## config.mk

```make
export PLATFORM = sky130hd
export DESIGN_NAME = key_sw_capture_flat
export DESIGN_NICKNAME = d
export VERILOG_FILES = /design/src/rtl/key_sw_capture_if.sv /design/src/rtl/key_sw_capture.sv /design/src/flat_wrapper.sv
export SDC_FILE = /design/constraint.sdc
export NUM_CORES = 1
export LEC_CHECK = 0
export CORE_ASPECT_RATIO = 1.4
export CORE_MARGIN = 2
export CORE_UTILIZATION = 50
export CTS_CLUSTER_SIZE = 24
export DETAILED_ROUTE_END_ITERATION = 6
export PLACE_DENSITY_LB_ADDON = 0.2
export REMOVE_ABC_BUFFERS = 1
export SETUP_SLACK_MARGIN = 0.3
export SLEW_MARGIN = 20
export SYNTH_ARGS = -nofsm -noshare
export SYNTH_HDL_FRONTEND = slang
export SYNTH_SLANG_ARGS = --single-unit
```

## constraint.sdc

```tcl
create_clock -name fpga_clk_50 -period 5.25 [get_ports fpga_clk_50]
set_clock_uncertainty 0.2 [all_clocks]
set_input_delay 1.05 -clock fpga_clk_50 [delete_from_list [all_inputs] [get_ports fpga_clk_50]]
set_output_delay 1.05 -clock fpga_clk_50 [all_outputs]
set_load 0.05 [all_outputs]
```

## src/rtl/key_sw_capture_if.sv

```systemverilog
// Avalon-MM slave port bundle for key_sw_capture: 2-bit word address, 32-bit data.
// A strobe sampled high at an edge completes at that edge (no wait states); readdata loads at that edge and holds until the next read.
interface key_sw_capture_if;
    logic [1:0]  avs_address;
    logic        avs_read;
    logic        avs_write;
    logic [31:0] avs_writedata;
    logic [31:0] avs_readdata;

    modport master (
        output avs_address, avs_read, avs_write, avs_writedata,
        input  avs_readdata
    );

    modport slave (
        input  avs_address, avs_read, avs_write, avs_writedata,
        output avs_readdata
    );
endinterface

```

## src/rtl/key_sw_capture.sv

```systemverilog
// Board KEY/SW capture: 2-flop sync, per-input debounce, sticky edge events,
// per-key press counters and a masked press interrupt behind a 4-word Avalon slave.
module key_sw_capture #(
    parameter int DEBOUNCE_CYCLES = 1000000,
    parameter int N_KEY           = 3,
    parameter int N_SW            = 3
) (
    input  logic             fpga_clk_50,
    input  logic             hps_fpga_reset_n,
    input  logic [N_KEY-1:0] key_i,
    input  logic [N_SW-1:0]  sw_i,
    key_sw_capture_if.slave  avs,
    output logic             irq_o,
    output logic [N_KEY-1:0] key_db_o,
    output logic [N_SW-1:0]  sw_db_o
);
    localparam int              N_IN      = N_KEY + N_SW;
    localparam int              CW        = $clog2(DEBOUNCE_CYCLES);
    localparam logic [CW-1:0]   CNT_LAST  = CW'(DEBOUNCE_CYCLES - 1);
    localparam logic [N_IN-1:0] SYNC_IDLE = {{N_SW{1'b0}}, {N_KEY{1'b1}}};

    logic [N_IN-1:0]  sync1;
    logic [N_IN-1:0]  sync2;
    logic [N_IN-1:0]  level;
    logic [N_IN-1:0]  db;
    logic [N_IN-1:0]  toggle;
    logic [CW-1:0]    db_cnt [N_IN];
    logic [N_KEY-1:0] press;
    logic [N_KEY-1:0] rel;
    logic [N_SW-1:0]  sw_tog;
    logic [31:0]      edge_set;
    logic [31:0]      edge_q;
    logic [31:0]      rd_mux;
    logic [31:0]      readdata_q;
    logic [N_KEY-1:0] mask_q;
    logic [7:0]       press_cnt [N_KEY];
    logic             wr_edge;
    logic             wr_mask;
    logic             wr_cnt;

    // Keys are inverted here so every debounced bit reads high = active.
    assign level = sync2 ^ SYNC_IDLE;

    always_comb begin
        toggle = '0;
        for (int i = 0; i < N_IN; i++) begin
            toggle[i] = (level[i] != db[i]) && (db_cnt[i] == CNT_LAST);
        end
    end

    always_ff @(posedge fpga_clk_50) begin
        if (!hps_fpga_reset_n) begin
            sync1 <= SYNC_IDLE;
            sync2 <= SYNC_IDLE;
            db    <= '0;
            for (int i = 0; i < N_IN; i++) begin
                db_cnt[i] <= '0;
            end
        end else begin
            sync1 <= {sw_i, key_i};
            sync2 <= sync1;
            for (int i = 0; i < N_IN; i++) begin
                if ((level[i] == db[i]) || toggle[i]) begin
                    db_cnt[i] <= '0;
                end else begin
                    db_cnt[i] <= db_cnt[i] + CW'(1);
                end
                if (toggle[i]) begin
                    db[i] <= ~db[i];
                end
            end
        end
    end

    assign key_db_o = db[N_KEY-1:0];
    assign sw_db_o  = db[N_IN-1:N_KEY];

    // Events fire on the same edge the debounced level flips.
    assign press  = toggle[N_KEY-1:0] & ~db[N_KEY-1:0];
    assign rel    = toggle[N_KEY-1:0] & db[N_KEY-1:0];
    assign sw_tog = toggle[N_IN-1:N_KEY];

    always_comb begin
        edge_set            = '0;
        edge_set[N_KEY-1:0] = press;
        edge_set[8 +: N_KEY] = rel;
        edge_set[16 +: N_SW] = sw_tog;
    end

    assign wr_edge = avs.avs_write && (avs.avs_address == 2'd1);
    assign wr_mask = avs.avs_write && (avs.avs_address == 2'd2);
    assign wr_cnt  = avs.avs_write && (avs.avs_address == 2'd3);

    always_comb begin
        rd_mux = '0;
        case (avs.avs_address)
            2'd0: begin
                rd_mux[N_KEY-1:0] = db[N_KEY-1:0];
                rd_mux[8 +: N_SW] = db[N_IN-1:N_KEY];
            end
            2'd1: rd_mux = edge_q;
            2'd2: rd_mux[N_KEY-1:0] = mask_q;
            default: begin
                for (int i = 0; i < N_KEY; i++) begin
                    rd_mux[8*i +: 8] = press_cnt[i];
                end
            end
        endcase
    end

    // Set has priority over W1C, and a press during a clear leaves a count of 1.
    always_ff @(posedge fpga_clk_50) begin
        if (!hps_fpga_reset_n) begin
            edge_q     <= '0;
            mask_q     <= '0;
            readdata_q <= '0;
            for (int i = 0; i < N_KEY; i++) begin
                press_cnt[i] <= '0;
            end
        end else begin
            if (wr_edge) begin
                edge_q <= (edge_q & ~avs.avs_writedata) | edge_set;
            end else begin
                edge_q <= edge_q | edge_set;
            end
            if (wr_mask) begin
                mask_q <= avs.avs_writedata[N_KEY-1:0];
            end
            for (int i = 0; i < N_KEY; i++) begin
                press_cnt[i] <= (wr_cnt ? 8'd0 : press_cnt[i]) + {7'd0, press[i]};
            end
            if (avs.avs_read) begin
                readdata_q <= rd_mux;
            end
        end
    end

    assign avs.avs_readdata = readdata_q;
    assign irq_o = |(edge_q[N_KEY-1:0] & mask_q);
endmodule
```

## src/flat_wrapper.sv

```systemverilog
// flat-port wrapper written by rule: the top's interface ports become plain ports
module key_sw_capture_flat 
#(
    parameter int DEBOUNCE_CYCLES = 1000000,
    parameter int N_KEY           = 3,
    parameter int N_SW            = 3
)
  (fpga_clk_50, hps_fpga_reset_n, key_i, sw_i, irq_o, key_db_o, sw_db_o, avs_avs_address, avs_avs_read, avs_avs_write, avs_avs_writedata, avs_avs_readdata);
  key_sw_capture_if avs_i ();
  input  logic fpga_clk_50;
  input  logic hps_fpga_reset_n;
  input  logic [N_KEY-1:0] key_i;
  input  logic [N_SW-1:0] sw_i;
  output logic irq_o;
  output logic [N_KEY-1:0] key_db_o;
  output logic [N_SW-1:0] sw_db_o;
  input wire logic [$bits(avs_i.avs_address)-1:0] avs_avs_address;
  input wire logic [$bits(avs_i.avs_read)-1:0] avs_avs_read;
  input wire logic [$bits(avs_i.avs_write)-1:0] avs_avs_write;
  input wire logic [$bits(avs_i.avs_writedata)-1:0] avs_avs_writedata;
  output wire logic [$bits(avs_i.avs_readdata)-1:0] avs_avs_readdata;
  assign avs_i.avs_address = avs_avs_address;
  assign avs_i.avs_read = avs_avs_read;
  assign avs_i.avs_write = avs_avs_write;
  assign avs_i.avs_writedata = avs_avs_writedata;
  assign avs_avs_readdata = avs_i.avs_readdata;
  key_sw_capture #(.DEBOUNCE_CYCLES(DEBOUNCE_CYCLES), .N_KEY(N_KEY), .N_SW(N_SW)) u_core (.fpga_clk_50(fpga_clk_50), .hps_fpga_reset_n(hps_fpga_reset_n), .key_i(key_i), .sw_i(sw_i), .avs(avs_i), .irq_o(irq_o), .key_db_o(key_db_o), .sw_db_o(sw_db_o));
endmodule
```

==> metrics.txt <==
DR iter-0 viols 343; Worst Hold Class reg2reg; clock buffer depth 3; Via-to-Cell Ratio 5.36; ANT cells 0; CORE AREA about 21000 um2; routed wire length 22900 um; Switch Pwr approximately 0.84 mW; largest net degree at the start of global routing 32; Gates resized, CTS repair 0; Logic pwr share 4.7%; maximum VDD drop 294 uV; clock latency on the worst-skew pair between 0.5 and 0.6 ns; number of max-cap violations 0; Vias 8407; final core utilization 61.7%; Crit. End Element flip-flop; Filler cells 1788; Mapped Area 10900 um2; top cells by count, synth 162 x nor2_1, 120 x edfxtp_1, 109 x dfxtp_1; row count between 60 and 70; Layout Area Growth over Synthesis 20.6%; cell taking the most area after synthesis edfxtp_1; Crit Path Category in2reg; antenna violation net count after detailed routing 0; min cycle time layout 3.29 ns; slew margin rel. 37.8%; root buffer cell clkbuf_16; kind of start point of the critical path primary input; Final Instance Area around 13000 um2; die area 23000 um2; final setup violation count 0; TritonCTS buffer count 23; #FFs+latches synth approximately 230; switching share of power 22.1%; Synth Warn # 0; wire per inst around 15 um; Die Span Y between 150 and 200 um; Mean Syn Cell Area just under 10 um2; Initial Utilization 51.1%; share of layout cells above drive strength 1 just over 5%; crit path DAT around 3.5 ns; Leak 4.70 nW; part of the power in registers 51.8%; ys async rst share 0%; Worst Path Required about 5.4 ns; Synth cell types 55; CTS tree yes; DPL Wire Length between 15000 and 20000 um; Tightest Pin Transition 0.932 ns; post-synth top area share 33.1%; most common cell in the netlist nor2_1; initial antenna violation count 0; Clock transition at path regs 0.07 ns; DRC viols 0; first-pass GRT wire length 37500 um; Final #Nets 1347; GRT Total Usage 19.9%; port buffer count 82; H-tree levels 1; Crit Path Max Fanout 14; Final TNS setup 0 ns; First-pass DRT Iterations 4; CTS Hold Bufs 0; # IOs 83; clock share of power 43.5%; TritonCTS Sinks 229; Placement Cell Area 12300 um2; count of final hold-check violations 0; period utilization 62.6%; total gr overflow 0; fin. max-slew vios 0; sequential area share after synthesis 53.2%; cell-internal power 2.97 mW; number of global-route vias before repair 7971; Die W 129 um; Post-CTS Setup Repair Bufs 0; largest cells by area after synthesis edfxtp_1 33%, dfxtp_1 20%, nor2_1 5.6%, a21oi_1 4.1%, xor2_1 4.1%; run status completed; Placer Congestion 0.790; Peak Freq 304 MHz; RSZ-0062 raised after global routing no; number of synthesized flops with an enable pin 120; Top FF cell, synth edfxtp_1; pwr dens a little under 300 nW/um2; Gate Count Post-Synth 1105; Final Power 3.82 mW
## cell type report
cell class	instances	area [um2]	area share, %
inverters	25	93.8	0.715
repair buffers	90	871	6.64
multi-input cells	922	5270	40.1
clock buffers	35	734	5.60
clock inverters	7	46.3	0.353
well taps	260	325	2.48
flip-flops and latches	229	5790	44.1
## path summary, 6_finish.rpt
path / start / end / slack, ns / cells past startpoint
worst max-delay path: avs_avs_address[0] / u_core.press_cnt[0][22] / 1.96 / 8
worst max register to register: u_core.db_cnt[0][51] / u_core.press_cnt[0][22] / 2.28 / 8
worst min register to register: u_core.sync1[0] / u_core.sync2[0] / 0.21 / 1
worst min-delay path: u_core.sync1[0] / u_core.sync2[0] / 0.21 / 1
## cells by family (layout without fill, tap and decap cells)
group	Yosys count	count (layout)	synth area share (%)
fa+ha+maj	12	12	1.38
compound gates	158	158	8.36
other cells	1	120	0.0345
simple gates	508	508	23.7
flops	229	229	53.2
mux	31	31	3.20
xor+xnor	93	93	7.48
buf+inv	73	157	2.69
## registers in the layout, summed over array words and instances (netlist names)
signal                   cells
u_core.mask_q                3
u_core.db_cnt              120
u_core.sync2                 6
u_core.sync1                 6
u_core.avs.avs_readdata     32
u_core.press_cnt            24
u_core.db                    6
u_core.edge_q               32
## stage by stage
step                setup WS [ns]  cells  hold slack [ns]
floorplan                    2.01   1176            0.186
global placement             1.51   1526            0.190
detailed placement           1.43   1526            0.192
CTS                          1.94   1568            0.211
global route                 1.81   1568            0.218
finish                       1.96   1568            0.209
## layout by cell type, fill, tap and decap left out, drive strengths merged, types with 10 or more instances in the layout
cell / Yosys / routed
edfxtp: 120 / 120
nand2: 88 / 88
clkdlybuf4s50: 0 / 80
or4: 19 / 19
buf: 11 / 10
nand4: 29 / 29
nor4: 11 / 11
nor3: 12 / 12
and2: 26 / 26
a21oi: 91 / 91
dfxtp: 109 / 109
and3: 19 / 19
ha: 12 / 12
xor2: 51 / 51
xnor2: 42 / 42
inv: 25 / 27
nor2: 162 / 162
o31ai: 15 / 15
clkbuf: 37 / 35
or3: 26 / 26
conb: 1 / 120
mux2i: 28 / 28
o21ai: 28 / 28
and4: 11 / 11
nand3: 70 / 70
## worst max-delay path, stage by stage
cell	delay, ns
clkdlybuf4s50_1	0.89
nand3_1	0.42
and2_1	0.30
ha_1	0.21
ha_1	0.23
nand3_1	0.12
xor2_1	0.18
nor2_1	0.06
## per-layer routing
layer	vias up	share of wire [%]	track usage, %
li1	4218	-	-
met1	4003	42	24.1
met2	144	51	36.2
met3	42	4.5	3.03
met4	0	2.2	5.75
met5	-	0	0
## power by group through the flow
stage	clock network, mW	registers, mW	logic [mW]
finish	1.66	1.98	0.178
global route	1.76	1.98	0.199
detailed placement	0	2.01	0.176
floorplan	0	2.01	0.0927
global placement	0	2.01	0.175
CTS	1.70	1.98	0.178
(Power assumes the default switching activity.)
